File: config.mk
export PLATFORM = sky130hd
export DESIGN_NAME = viterbi_sched
export DESIGN_NICKNAME = d
export VERILOG_FILES = /design/src/rtl/viterbi_sched.sv
export SDC_FILE = /design/constraint.sdc
export NUM_CORES = 1
export LEC_CHECK = 0
export CORE_MARGIN = 1
export CORE_UTILIZATION = 52
export DETAILED_ROUTE_END_ITERATION = 6
export PLACE_DENSITY = 0.91
export REMOVE_ABC_BUFFERS = 1
export SLEW_MARGIN = 10
export SYNTH_ARGS = -nofsm -noshare
export SYNTH_HDL_FRONTEND = slang
export SYNTH_SLANG_ARGS = --single-unit
File: constraint.sdc
create_clock -name clk -period 5.3 [get_ports clk]
set_input_delay 1.06 -clock clk [delete_from_list [all_inputs] [get_ports clk]]
set_output_delay 1.06 -clock clk [all_outputs]
set_load 0.03 [all_outputs]
File: src/rtl/viterbi_sched.sv
// Viterbi decode sequencer: symbol intake to the BMU, ACS strobe/normalise scheduling, traceback windowing.
// Optional VIT_SCHED_STATS_EN adds sym_count/stall_count outputs and the stats_clr input.
module viterbi_sched #(
  parameter int SYM_W   = 8,
  parameter int BMU_LAT = 1,
  parameter int ACS_LAT = 2,
  parameter int TB_LEN  = 64
) (
  input  logic                          clk,
  input  logic                          sys_rst_n,
  input  logic                          en,
  input  logic                          s_valid,
  output logic                          s_ready,
  input  logic [SYM_W-1:0]              s_i,
  input  logic [SYM_W-1:0]              s_q,
  input  logic                          flush,
  output logic [SYM_W-1:0]              bmu_i,
  output logic [SYM_W-1:0]              bmu_q,
  output logic                          acs_en,
  input  logic                          acs_norm_req,
  output logic                          acs_norm,
  output logic                          tb_start,
  output logic [$clog2(TB_LEN+1)-1:0]   tb_len,
  input  logic                          tb_done,
`ifdef VIT_SCHED_STATS_EN
  input  logic                          stats_clr,
  output logic [31:0]                   sym_count,
  output logic [31:0]                   stall_count,
`endif
  output logic                          busy
);

  localparam int LW = $clog2(TB_LEN+1);
  localparam int DW = $clog2(BMU_LAT+ACS_LAT+2);
  localparam int NW = $clog2(ACS_LAT+2);

  typedef enum logic [1:0] {IDLE, RUN, DRAIN, TB} state_t;

  state_t              state_r, state_s;
  logic [LW-1:0]       win_cnt_r, win_inc_s;
  logic [DW-1:0]       drain_cnt_r;
  logic [NW-1:0]       blk_cnt_r;
  logic [BMU_LAT-1:0]  pipe_r;
  logic                pend_r;
  logic                hs_s, launch_s, req_ok_s, norm_hit_s;

  // Next-state decode and strobe qualifiers
  always_comb begin
    hs_s       = s_valid && s_ready;
    win_inc_s  = win_cnt_r + LW'(1);
    state_s    = state_r;
    launch_s   = 1'b0;
    req_ok_s   = acs_norm_req && (blk_cnt_r == NW'(0));
    norm_hit_s = pipe_r[BMU_LAT-1] && (pend_r || req_ok_s);
    case (state_r)
      IDLE: begin
        if (en) state_s = RUN;
        else    state_s = IDLE;
      end
      RUN: begin
        // A flush that coincides with a handshake still closes the window after counting it.
        if (hs_s && (win_inc_s == LW'(TB_LEN)))            state_s = DRAIN;
        else if (flush && (hs_s || (win_cnt_r != LW'(0)))) state_s = DRAIN;
        else                                               state_s = RUN;
      end
      DRAIN: begin
        if (drain_cnt_r == DW'(1)) begin
          state_s  = TB;
          launch_s = 1'b1;
        end else begin
          state_s  = DRAIN;
        end
      end
      TB: begin
        if (tb_done && !tb_start) state_s = en ? RUN : IDLE;
        else                      state_s = TB;
      end
      default: state_s = IDLE;
    endcase
  end

  // State, counters and registered outputs
  always_ff @(posedge clk or negedge sys_rst_n) begin
    if (!sys_rst_n) begin
      state_r     <= IDLE;
      win_cnt_r   <= '0;
      drain_cnt_r <= '0;
      blk_cnt_r   <= '0;
      pipe_r      <= '0;
      pend_r      <= 1'b0;
      s_ready     <= 1'b0;
      busy        <= 1'b0;
      bmu_i       <= '0;
      bmu_q       <= '0;
      acs_en      <= 1'b0;
      acs_norm    <= 1'b0;
      tb_start    <= 1'b0;
      tb_len      <= '0;
    end else begin
      state_r  <= state_s;
      s_ready  <= (state_s == RUN) && en;
      busy     <= (state_s != IDLE);
      tb_start <= launch_s;

      if (launch_s)  win_cnt_r <= '0;
      else if (hs_s) win_cnt_r <= win_inc_s;

      if (launch_s) tb_len <= win_cnt_r;

      // Drain covers the BMU and ACS latency of the last accepted symbol.
      if ((state_r == RUN) && (state_s == DRAIN)) drain_cnt_r <= DW'(BMU_LAT+ACS_LAT+1);
      else if (drain_cnt_r != DW'(0))             drain_cnt_r <= drain_cnt_r - DW'(1);

      if (hs_s) begin
        bmu_i <= s_i;
        bmu_q <= s_q;
      end

      pipe_r[0] <= hs_s;
      for (int k = 1; k < BMU_LAT; k++) pipe_r[k] <= pipe_r[k-1];
      acs_en   <= pipe_r[BMU_LAT-1];
      acs_norm <= norm_hit_s;

      // Requests are masked while the previous subtract propagates through the ACS.
      if (norm_hit_s)                   blk_cnt_r <= NW'(ACS_LAT+1);
      else if (blk_cnt_r != NW'(0))     blk_cnt_r <= blk_cnt_r - NW'(1);

      if (launch_s)        pend_r <= 1'b0;
      else if (norm_hit_s) pend_r <= 1'b0;
      else if (req_ok_s)   pend_r <= 1'b1;
    end
  end

`ifdef VIT_SCHED_STATS_EN
  // Accepted-symbol (wrapping) and stall (saturating) counters
  always_ff @(posedge clk or negedge sys_rst_n) begin
    if (!sys_rst_n) begin
      sym_count   <= 32'd0;
      stall_count <= 32'd0;
    end else if (stats_clr) begin
      sym_count   <= 32'd0;
      stall_count <= 32'd0;
    end else begin
      if (hs_s) sym_count <= sym_count + 32'd1;
      if (s_valid && !s_ready && (stall_count != 32'hFFFF_FFFF))
        stall_count <= stall_count + 32'd1;
    end
  end
`endif

endmodule

# Word level (Yosys, flattened, before mapping)
# Cells that the tools add are included.
# totals
reg_bits,44
in_bits,23
out_inout_bits,28
wordCells,62
# op_classes
add_sub_neg,3
eq_ne,7
muxes,17
n_reduce_logical,21
# ops
operator,n
7-bit 2-to-1 mux,2
2-bit 2-to-1 mux,5
2-bit nonzero test,5
1-bit logical AND,8
2-bit one-hot mux with 4 select lines,1
"7-bit by 1-bit adder with 7-bit output, second input constant",1
"7-bit equality test, second input constant",1
1-bit 2-to-1 mux,7
7-bit nonzero test,1
"2-bit equality test, second input constant",3
3-bit 2-to-1 mux,2
3-bit nonzero test,2
"2-bit by 1-bit equality test with 1-bit output, second input constant",2
2-bit logical NOT,2
"3-bit by 1-bit equality test with 1-bit output, second input constant",1
"3-bit by 1-bit subtractor with 3-bit output, second input constant",1
1-bit logical OR,2
"2-bit by 1-bit subtractor with 2-bit output, second input constant",1
1-bit logical NOT,1

# Depth between registers and ports, before layout
# Gate-level depths: netlist of the first run.
# depth
word_depth,9
depth_mapped,6
depth_no_buf,6

# Worst setup path after synthesis of the first run
# Ideal clock, no wire load.
# synth_path
kind,input -> register
from,input port s_valid
to,register s_ready
setup_ns,0.138
t_arrival_ns,1.973
t_required_ns,5.162
path_slack_ns,3.189
stages,6
n_path_buf,0
path_cell_list,nand2_2 inv_1 nand4_1 a2bb2oi_2 a211oi_2 a211oi_1
# synth_via
elab_chain_len,8
elab_cells_between_ends,9
classes_between,1 x eq/ne; 3 x mux; 5 x reduce/logical
# synth_rtl
element,line_no,rtl
start: declaration,12,"input logic s_valid,"
1-bit logical AND *,49,hs_s = s_valid && s_ready;
1-bit logical OR,63,else if (flush && (hs_s || (win_cnt_r != LW'(0)))) state_s = DRAIN;
1-bit logical AND,63,
2-bit 2-to-1 mux,63,
2-bit 2-to-1 mux *,62,if (hs_s && (win_inc_s == LW'(TB_LEN))) state_s = DRAIN;
2-bit one-hot mux with 4 select lines *,55,case (state_r)
2-bit by 1-bit equality test with 1-bit output *,101,s_ready <= (state_s == RUN) && en;
1-bit logical AND *,101,
end signal: assignment,101,
end: declaration,13,"output logic s_ready,"
# Mark *: on every way between the ends. The rest lies on a longest branch, timed or not.
# A chain may end at the register's enable or synchronous reset.

# Worst setup path in the final report of the first run
# Ends and elaborated chain as after synthesis.

==> results of run 1 <==
[metrics by stage]
stage | hold WS [ns] | utilization [%]
floorplan | 0.376 | -
global placement | 0.392 | 71.0
detailed placement | 0.403 | 71.0
CTS | 0.420 | 74.1
global route | 0.437 | 74.1
finish | 0.416 | 74.1
[synthesized netlist by cell type]
master and n:
nand2_1 58, dfrtp_1 44, nor2_1 14, inv_1 10
mux2_2 8, ha_1 7, a21oi_1 5, nand4_1 4
xnor2_1 4, xor2_1 4, nor3_1 3, a211oi_1 2
buf_2 2, buf_6 2, nand2b_1 2, a211o_1 1
a211oi_2 1, a21o_1 1, a2bb2oi_2 1, and2_1 1
buf_4 1, clkbuf_1 1, inv_2 1, mux2_1 1
nand2_2 1, nand4_2 1, nand4b_1 1, nor2b_1 1
nor3b_1 1, nor4_2 1, nor4b_4 1, o2111ai_1 1
o21ai_0 1, o21ai_1 1
[cell families (layout without fill, tap and decap cells)]
family          after synthesis  in the layout  synth area share, %
mux                           9              9                 5.19
fa+ha+maj                     7              7                 4.48
buf+inv                      17             69                 4.35
compound gates               14             14                 5.25
simple gates                 89             89                 20.8
flops                        44             44                 56.3
xor+xnor                      8              8                 3.58
[per-layer routing]
layer,routed length [um],share of wire (%)
met5,0,0
met4,21,0.61
met3,138,4.0
met2,1730,50
met1,1560,45
[registers in the layout, summed over array words and instances, names as in the netlist, 2 cells and up]
name / count
tb_len: 7
bmu_q: 8
win_cnt_r: 7
blk_cnt_r: 2
bmu_i: 8
state_r: 2
drain_cnt_r: 3
[final timing paths]
check	startpoint	endpoint	slack, ns	cells past startpoint
setup / recovery	s_valid	s_ready	2.20	7
hold / removal	pipe_r	acs_en	0.42	0
setup reg to reg	s_ready	s_ready	3.10	6
hold reg to reg	pipe_r	acs_en	0.42	0
max in group asynchronous	sys_rst_n	acs_norm	3.81	1
min in group asynchronous	sys_rst_n	tb_len[5]	0.90	1
[worst register-to-register path, cell delays in order (launching register included)]
cell and delay [ns]:
dfrtp_1 0.36, nand2_2 0.23, inv_1 0.62, nand4_1 0.21, a2bb2oi_2 0.18, a211oi_2 0.38, a211oi_1 0.10
[power groups by stage]
stage	clock [uW]	combinational [uW]	sequential [uW]
detailed placement	0	650	571
global placement	0	637	566
global route	269	709	583
CTS	251	655	565
finish	244	648	564
floorplan	0	262	712
[final cells by class]
type | count | area (sq um) | area share (%)
multi-input combinational | 127 | 768 | 29.9
timing repair buffer | 50 | 495 | 19.3
clock buffer | 6 | 72.6 | 2.82
sequential | 44 | 1100 | 42.8
inverter | 11 | 41.3 | 1.61
clock inverter | 2 | 35.0 | 1.36
tap | 46 | 57.6 | 2.24
==> impl_metrics.csv, run 1 <==
group,metric,value,unit
route,avgViaCountPerCell,4.92,
cts,cts.reportedPaths.clkPinSlew,0.08,ns
route,antenna_left,0,
route,vias,1407,
power,power.density,566,mW/mm^2
floorplanning,core,0.00347,sq mm
floorplanning,die_y,63.3,um
critical_path,cp_cell_sequence,"clkdlybuf4s50_1 > nand2_2 > inv_1 > nand4_1 > a2bb2oi_2 > a211oi_2 > a211oi_1",
critical_path,cp_slowest_cell,"inv_1",
floorplanning,die_x,63.3,um
placement,place_inst,278,
floorplanning,start_util,56.3,%
sta,fin_crit,3.10,ns
power,p_sw,565,uW
global_route,grt_use_total,19.8,%
route,drc_errors,0,
critical_path,worstSetupEndpointType,"register",
sta,finalSetupViolations,0,
logic_synthesis,yosysTopAreaCell,"dfrtp_1",
run,maxCapViolCount,0,
placement,place_area,0.00246,sq mm
finish,n_antenna_cell,0,
cts,htreeDepth,2,
global_route,grt_pass1_wl,6140,um
route,drt-total-wl,3450,um
power,irDropWorstVdd,336,uV
logic_synthesis,avgSynthCellArea,10.4,sq um
global_route,use_met2,33.5,%
power,totalPowerFinal,1460,uW
finish,mostFrequentLayoutCells,"58 x nand2_1, 49 x clkdlybuf4s50_1, 44 x dfrtp_1",
critical_path,cp_max_fo,24,
logic_synthesis,netlist.area_leader.share,56.3,%
logic_synthesis,netlist_instances,188,
placement,post-place-ws,1.91,ns
critical_path,crit_path_start_kind,"input port",
finish,fillers,265,
global_route,grt_overflow,0,
power,seqPwrFrac,38.7,%
critical_path,slowest_delay,0.61,ns
global_route,grt_antenna_before_repair,0,
cts,postCtsHoldBufs,0,
floorplanning,die_area,0.00401,sq mm
global_route,grt_max_degree,45,
logic_synthesis,ys_ff_latch,44,
global_route,grt_util_met1,25.6,%
critical_path,crit_family,"buffers and inverters",
sta,fin_crit_sh,58.4,%
sta,setup_slack,2.20,ns
placement,dp_hpwl,2450,um
finish,final_nets,269,
logic_synthesis,ys_seq_area_share,56.3,%
critical_path,critPathKind,"input port to register",
sta,fin_tns_setup,0,ns
critical_path,critPathBufInv,2,
global_route,grt-busiest-layer,"met2",
logic_synthesis,ys_types,34,
floorplanning,ios,51,
sta,fmax,0.323,GHz
finish,final_common_cell,"nand2_1",
placement,gp_congestion,0.768,
placement,port_buffers,50,
cts,cts_sinks,44,
power,pwr-share-comb,44.5,%
finish,drive_gt1_share,9.58,%
power,p_int,890,uW
cts,tritoncts,"built",
power,total_leakage_power,0.00124,uW
sta,slew_headroom,38.1,%
route,drt-initial-drc-count,61,
global_route,grt_pass1_vias,1393,
global_route,grtUsageMet3,5.62,%
cts,clk_latency,0.29,ns
floorplanning,num_rows,21,
sta,tightest_slew,0.928,ns
sta,hold_viol_final,0,
critical_path,required,5.46,ns
status,outcome,"complete, no violations",
finish,design_area,0.00257,sq mm
logic_synthesis,synth_warnings,0,
logic_synthesis,syn-cell-area,0.00195,sq mm
cts,numCtsBuffers,5,
cts,cts_root_buffer,"clkbuf_8",
cts,cts_buffer_depth,2,
logic_synthesis,synthTopCellsByArea,"dfrtp_1 56%, nand2_1 11%, mux2_2 4.6%",
cts,post_cts_buffers,0,
power,power_frac_clock,16.7,%
cts,cts-resized-gates,0,
critical_path,cp.arrival,3.25,ns
finish,final_cells,286,
route,wl_per_cell,12.1,um
route,dr.pass1.iters,4,
min_path,hp-class,"register to register",
sta,rsz0062_at_grt,"no",
sta,skew,0.00415,ns
sta,slew_viol_final,0,
power,switching_share,38.8,%
finish,area_delta_synth_final,31.6,%
Power figures use the tool's default switching activity.
==> run 2, diff against run 1 <==
--- a/config.mk
+++ b/config.mk
@@ -6,9 +6,9 @@
 export NUM_CORES = 1
 export LEC_CHECK = 0
 export CORE_MARGIN = 1
-export CORE_UTILIZATION = 52
+export CORE_UTILIZATION = 43
 export DETAILED_ROUTE_END_ITERATION = 6
-export PLACE_DENSITY = 0.91
+export PLACE_DENSITY = 0.81
 export REMOVE_ABC_BUFFERS = 1
 export SLEW_MARGIN = 10
 export SYNTH_ARGS = -nofsm -noshare
==> constraint.sdc (replaced) <==
create_clock -name clk -period 2.6 [get_ports clk]
set_input_delay 0.52 -clock clk [delete_from_list [all_inputs] [get_ports clk]]
set_output_delay 0.52 -clock clk [all_outputs]
set_load 0.03 [all_outputs]
==> run 2 against run 1 <==
Effect of this change:
- count of clock-buffer cells in the layout decreased by 1
- clock skew increased by 0.0062 ns
- die area increased by 20%
- hold slack got worse by 0.076 ns
- critical path type is now register to register
- largest power group unchanged
==> impl_metrics.csv, run 2 (synthesized netlist as in run 1, its figures left out) <==
group,metric,value,unit
cts,post_cts_buffers,0,
run,maxCapViolCount,0,
sta,tightest_slew,0.925,ns
finish,top_regs,"bmu_i x8, bmu_q x8",
cts,tritoncts,"built",
global_route,grt_antenna_before_repair,0,
sta,slew_headroom,38.3,%
power,irDropWorstVdd,657,uV
floorplanning,die_y,69.4,um
power,totalPowerFinal,3030,uW
critical_path,worstSetupEndpointType,"register",
sta,fin_tns_setup,0,ns
route,drc_errors,0,
global_route,grt_overflow,0,
global_route,grt_use_total,17.5,%
cts,numCtsBuffers,5,
global_route,grtUsageMet3,3.92,%
finish,final_cells,296,
cts,cts_root_buffer,"clkbuf_8",
sta,fmax,0.514,GHz
global_route,grt_max_degree,45,
route,drt-initial-drc-count,75,
route,dr.pass1.iters,4,
sta,slew_viol_final,0,
placement,port_buffers,50,
sta,fin_crit,1.94,ns
status,outcome,"complete, no violations",
global_route,grt_pass1_wl,6510,um
cts,cts.reportedPaths.clkPinSlew,0.09,ns
finish,area_delta_synth_final,33.9,%
floorplanning,num_rows,24,
route,vias,1438,
finish,mostFrequentLayoutCells,"58 x nand2_1, 49 x clkdlybuf4s50_1, 44 x dfrtp_1",
global_route,grt_pass1_vias,1422,
global_route,grt-busiest-layer,"met2",
finish,n_antenna_cell,0,
floorplanning,die_x,69.4,um
global_route,use_met2,28.2,%
placement,gp_congestion,0.831,
finish,regArea,0.00110,sq mm
finish,multiInputGateArea,768,sq um
finish,drive_gt1_share,11.5,%
global_route,grt_util_met1,22.7,%
sta,hold_viol_final,0,
route,wl_per_cell,12.6,um
critical_path,critPathKind,"register to register",
critical_path,required,2.77,ns
cts,cts-resized-gates,0,
placement,place_inst,288,
cts,clk_latency,0.31,ns
route,avgViaCountPerCell,4.86,
floorplanning,ios,51,
finish,final_common_cell,"nand2_1",
sta,finalSetupViolations,0,
floorplanning,start_util,44.9,%
finish,final_nets,273,
cts,postCtsHoldBufs,0,
sta,fin_crit_sh,74.8,%
floorplanning,die_area,0.00482,sq mm
route,antenna_left,0,
power,power.density,1160,mW/mm^2
power,total_leakage_power,0.00126,uW
critical_path,cp_max_fo,7,
cts,cts_buffer_depth,2,
cts,htreeDepth,2,
cts,cts_sinks,44,
finish,fillers,362,
floorplanning,core,0.00435,sq mm
critical_path,cp.arrival,2.12,ns
sta,skew,0.0103,ns
route,drt-total-wl,3740,um
sta,rsz0062_at_grt,"no",
placement,dp_hpwl,2620,um
critical_path,crit_path_start_kind,"register",
min_path,hp-class,"input port to asynchronous set/reset pin",
## run 2: final cells by class
type | count | share of cell area [%]
Multi-Input combinational cell | 127 | 29.4
Timing Repair Buffer | 54 | 20.1
Inverter | 11 | 1.58
Tap cell | 52 | 2.49
Sequential cell | 44 | 42.1
Clock buffer | 5 | 2.63
Clock inverter | 3 | 1.77
## run 2: layer usage
layer | vias up | wire [um]
li1 | 718 | -
met5 | - | 0
met4 | 0 | 69
met1 | 676 | 1670
met3 | 7 | 164
met2 | 37 | 1830
## run 2: path summary, 6_finish.rpt
kind / end / start / cells past startpoint / slack, ns
setup / recovery: s_ready / win_cnt_r[0] / 6 / 0.66
hold / removal: bmu_i[2] / sys_rst_n / 1 / 0.34
setup reg to reg: s_ready / win_cnt_r[0] / 6 / 0.66
hold reg to reg: acs_en / pipe_r / 0 / 0.41
max in group asynchronous: tb_len[1] / sys_rst_n / 1 / 1.67
min in group clk: acs_en / pipe_r / 0 / 0.41
## run 2: worst max-delay path, cell delays in order (launching register included)
cell,delay (ns)
dfrtp_1,0.48
ha_1,0.31
nor4_2,0.27
mux2_1,0.18
nand4_2,0.11
a211oi_2,0.38
a211oi_1,0.09
## run 2: stage by stage
step / area [sq um] / util, % / hold WS (ns) / worst slack [ns]
after floorplan: 1910 / - / 0.224 / 0.550
after global placement: 2500 / 57.4 / 0.390 / 0.453
after detailed placement: 2500 / 57.4 / 0.386 / 0.412
after CTS: 2620 / 60.1 / 0.387 / 0.639
after global routing: 2620 / 60.1 / 0.419 / 0.458
final: 2620 / 60.1 / 0.340 / 0.656
## run 2: power breakdown
part	leakage [uW]	switching, uW	total, uW	internal [uW]
Combinational	0.000647	739	1340	601
Clock	0.0000548	240	529	289
Sequential	0.000558	215	1160	942
Total	0.00126	1190	3030	1830
==> run 3, diff against run 2 <==
--- a/config.mk
+++ b/config.mk
@@ -6,9 +6,9 @@
 export NUM_CORES = 1
 export LEC_CHECK = 0
 export CORE_MARGIN = 1
-export CORE_UTILIZATION = 43
+export CORE_UTILIZATION = 48
 export DETAILED_ROUTE_END_ITERATION = 6
-export PLACE_DENSITY = 0.81
+export PLACE_DENSITY = 0.85
 export REMOVE_ABC_BUFFERS = 1
 export SLEW_MARGIN = 10
 export SYNTH_ARGS = -nofsm -noshare
==> constraint.sdc (replaced) <==
create_clock -name clk -period 1.9 [get_ports clk]
set_input_delay 0.38 -clock clk [delete_from_list [all_inputs] [get_ports clk]]
set_output_delay 0.38 -clock clk [all_outputs]
set_load 0.03 [all_outputs]
==> run 3 against run 2 <==
Effect of this change:
- utilization up 10 points
- first-iteration DRC count down 12%
- register-to-register slack worse by 0.57 ns
- routed wire length up 16%
- critical path depth unchanged
- largest cell class unchanged
- highest routed layer unchanged
==> impl_metrics.csv, run 3 (synthesized netlist as in run 1, its figures left out) <==
group,metric,value,unit
critical_path,cp_cell_sequence,"ha_1 > nor4_2 > mux2_1 > nand4_2 > a211oi_4 > a211oi_1",
cts,cts.reportedPaths.clkPinSlew,0.09,ns
finish,regArea,0.00110,sq mm
sta,hold_viol_final,0,
sta,holdWs,0.148,ns
sta,fin_crit,1.82,ns
sta,slew_headroom,63.9,%
route,avgViaCountPerCell,5.00,
floorplanning,die_area,0.00433,sq mm
run,maxCapViolCount,0,
global_route,grtUsageMet3,4.83,%
route,vias,1494,
sta,slew_viol_final,0,
cts,htreeDepth,2,
finish,final_nets,280,
critical_path,critPathKind,"register to register",
route,dr.pass1.iters,4,
sta,fin_tns_setup,0,ns
floorplanning,die_y,65.8,um
cts,clk_latency,0.30,ns
power,power.density,1570,mW/mm^2
critical_path,reg2reg_depth,6,
cts,cts_root_buffer,"clkbuf_8",
finish,area_delta_synth_final,35.5,%
critical_path,crit_path_start_kind,"register",
sta,rsz0062_at_grt,"no",
global_route,grt_pass1_vias,1531,
finish,top_regs,"bmu_i x8, bmu_q x8",
global_route,grt_pass1_wl,7180,um
floorplanning,start_util,51.8,%
placement,port_buffers,50,
floorplanning,ios,51,
critical_path,worstSetupEndpointType,"register",
critical_path,cp.arrival,1.98,ns
sta,fmax,0.550,GHz
route,drc_errors,0,
finish,final_common_cell,"nand2_1",
floorplanning,num_rows,22,
sta,tightest_slew,0.542,ns
route,drt-initial-drc-count,66,
finish,drive_gt1_share,13.9,%
critical_path,cp_slowest_cell,"dfrtp_1",
global_route,use_met2,38.5,%
global_route,grt-busiest-layer,"met2",
critical_path,r2r_slack,0.08,ns
status,outcome,"complete, no violations",
finish,utilization,70.2,%
critical_path,required,2.07,ns
sta,fin_crit_sh,95.6,%
floorplanning,core,0.00377,sq mm
finish,n_antenna_cell,0,
global_route,grt_use_total,22.5,%
global_route,grt_overflow,0,
finish,mostFrequentLayoutCells,"58 x nand2_1, 49 x clkdlybuf4s50_1, 44 x dfrtp_1",
cts,numCtsBuffers,5,
critical_path,startpoint,"win_cnt_r[0]",
finish,fillers,283,
power,irDropWorstVdd,1070,uV
critical_path,worstReg2RegStart,"win_cnt_r[0]",
route,wl_per_cell,14.5,um
global_route,grt_max_degree,45,
global_route,grt_antenna_before_repair,0,
cts,tritoncts,"built",
route,antenna_left,0,
power,total_leakage_power,0.00129,uW
critical_path,cp_max_fo,5,
finish,multiInputGateArea,776,sq um
cts,cts_sinks,44,
global_route,grt_util_met1,27.3,%
sta,skew,0.00861,ns
critical_path,reg2reg_to,"s_ready",
placement,gp_congestion,0.817,
min_path,hp-class,"input port to asynchronous set/reset pin",
critical_path,slowest_delay,0.38,ns
cts,cts_buffer_depth,2,
route,drt-total-wl,4340,um
sta,finalSetupViolations,0,
floorplanning,die_x,65.8,um
placement,dp_hpwl,3140,um
[run 3: cell types whose count changed in the layout (fill, tap and decap cells not counted)]
cell        delta
clkbuf_8       +1
buf_4          +7
inv_6          -1
clkinv_2       +2
bufinv_16      -1
a211oi_2       -1
a211oi_4       +1
clkinvlp_4     -1
[run 3: routing by layer]
layer / part of all wire, % / vias up
met5: 0 / -
met4: 1.7 / 0
met3: 3.0 / 7
met2: 52 / 32
met1: 43 / 721
li1: - / 734
[run 3: area by class of cell]
| cell class | count | share of cell area (%) |
|---|---|---|
| tap | 48 | 2.27 |
| clock buffer | 6 | 3.12 |
| inverter | 11 | 1.56 |
| sequential | 44 | 41.6 |
| clock inverter | 2 | 0.378 |
| multi-input combinational | 127 | 29.3 |
| timing repair buffer | 61 | 21.8 |
[run 3: timing repair]
action | in CTS | in global routing
hold buffers | 0 | 0
setup buffers | 0 | 0
resized for setup | 0 | 1
setup endpoints to repair | 0 | 4
[run 3: per-stage QoR]
step           power (uW)  worst slack [ns]  instances  instance area [sq um]
3_5_place_dp         3550           -0.0957        291                   2550
4_1_cts              4160            0.0625        299                   2640
2_1_floorplan        2720            -0.150        182                   1910
5_1_grt              4440          0.000495        299                   2650
6_report             4170            0.0831        299                   2650
3_3_place_gp         3460           -0.0137        291                   2550
[run 3: worst max-delay path by stage]
stage | end | slack (ns) | depth (start not counted)
2_1_floorplan | s_ready | -0.15 | 6
3_3_place_gp | s_ready | -0.01 | 7
3_5_place_dp | s_ready | -0.1 | 7
4_1_cts | s_ready | 0.06 | 6
5_1_grt | s_ready | 0.0005 | 6
6_report | s_ready | 0.08 | 6
[run 3: power breakdown]
part / switching (uW) / total, uW / internal, uW / leakage, uW
clock network: 313 / 603 / 290 / 0.0000510
logic: 1140 / 2030 / 890 / 0.000682
registers: 240 / 1530 / 1290 / 0.000558
total: 1700 / 4170 / 2470 / 0.00129
[run 3: worst max-delay path, delay by kind of cell (launching register included)]
family	cells	cell delay, ns
and+or+nand+nor	2	0.42
adders and majority gates	1	0.24
muxes	1	0.18
AOI/OAI and AO/OA	2	0.45
DFF	1	0.38
==> RTL change, RTL diff (flow settings as in run 2) <==
Re-encode `state_t` (4 states) as one-hot, 4 bits wide.
--- a/src/rtl/viterbi_sched.sv
+++ b/src/rtl/viterbi_sched.sv
@@ -35,5 +35,5 @@
   localparam int NW = $clog2(ACS_LAT+2);
 
-  typedef enum logic [1:0] {IDLE, RUN, DRAIN, TB} state_t;
+  typedef enum logic [3:0] {IDLE = 4'b0001, RUN = 4'b0010, DRAIN = 4'b0100, TB = 4'b1000} state_t;
 
   state_t              state_r, state_s;
Behaviour: same outputs for any inputs over 10 cycles, from zero or initial values and one cycle with sys_rst_n low; not proved beyond that.
==> RTL change against run 2 <==
- design area rose by 9.3%
- setup slack got worse by 140 ps
- total power hardly changed
- core utilization is 0.32 points lower
- die area grew 10%
- critical path depth shrank 3
- cell count up 12%
- synthesized area is 10% higher
- synthesized cell count up 9.6%
- hold slack lost 310 ps
- wire length up 12%
- sequential cell count grew 2
==> RTL change: results <==
[status]
status = "complete, no violations"

[logic_synthesis]
synthTopCellsByCount = "59 x nand2_1, 45 x dfrtp_1, 10 x inv_1"
synth_area_leaders = "dfrtp_1 52%, nand2_1 10%, ha_1 4.1%"
yosysUniqueCellTypes = 44
syn_inst = 206
yosysSeqAreaShare_pct = 53.42

[power]
combPwrFrac_pct = 43.8
power_switching_mw = 1.183
leakage_nw = 1.316
pg_clk_mw = 0.518
ir_drop_uv = 677.8

[place]
port_buffers = 50
dp_cells = 323
gp_congestion = 0.7886
dp_slack_ps = 504.7
place_area_mm2 = 0.002750

[global_route]
grt_pass1_wl_mm = 7.272
use_met1_pct = 22.92
grt_start_max_net_pins = 22
gr-usage-all-layers_pct = 18.04
grt.met2_usage_pct = 30.32
grt_pass1_vias = 1616
met3_usage_pct = 4.696

[detailed_routing]
dr_wl_met2_mm = 2.100
dr.pass1.iters = 4
wl_met1_mm = 1.854
vias = 1615
dr.first_iter.drc_count = 61
wl_met3_um = 169
viasPerCell = 4.879

[sta]
skew_ps = 5.105
finalCritPeriodShare_pct = 80.12
worst_pin_slew_ps = 770.6
timing.hold.ws_ps = 33.89

[worst_setup_path]
critical-path-top-delay-family = "simple AND/OR/NAND/NOR gates"
critPathSlowestCell = "or4b_4"
reg2reg_depth = 3
rrSetupSlack_ps = 520
cp.arrival_ps = 2260
crit_end = "tb_len[3]$_DFFE_PN0P_"
cp_max_fo = 13
crit_start = "state_r[1]$_DFF_PN0_"

[cells_and_area]
drive_above_1_share_pct = 12.88

[clock_tree]
clk_latency_ps = 290
-- RTL change: changes by cell type after synthesis, moves of 3 or more --
cell / run 2 / this run
o21ai_0: 1 / 6
buf_1: 0 / 3
nand3_1: 0 / 3
nand2b_1: 2 / 5
xnor2_1: 4 / 7
nor2_1: 14 / 7
or4b_4: 0 / 3
nand4_1: 4 / 0
-- RTL change: area by class of cell --
class                           instances  area, um^2
Inverter                               10       37.54
Tap cell                               67       83.83
Sequential cell                        46        1152
Clock buffer                            6       72.57
Clock inverter                          2       37.54
Timing Repair Buffer                   57       548.0
Multi-Input combinational cell        143       928.4
Fill cell                             403        1926
-- RTL change: cells by family after synthesis --
| group | after synthesis | synth area share, % |
|---|---|---|
| adders and majority gates | 7 | 4.060 |
| DFF | 46 | 53.42 |
| xor gates and xnor gates | 9 | 3.654 |
| buffers and inverters | 17 | 3.538 |
| AOI/OAI and AO/OA | 23 | 8.702 |
| muxes | 9 | 4.583 |
| and+or+nand+nor | 95 | 22.04 |
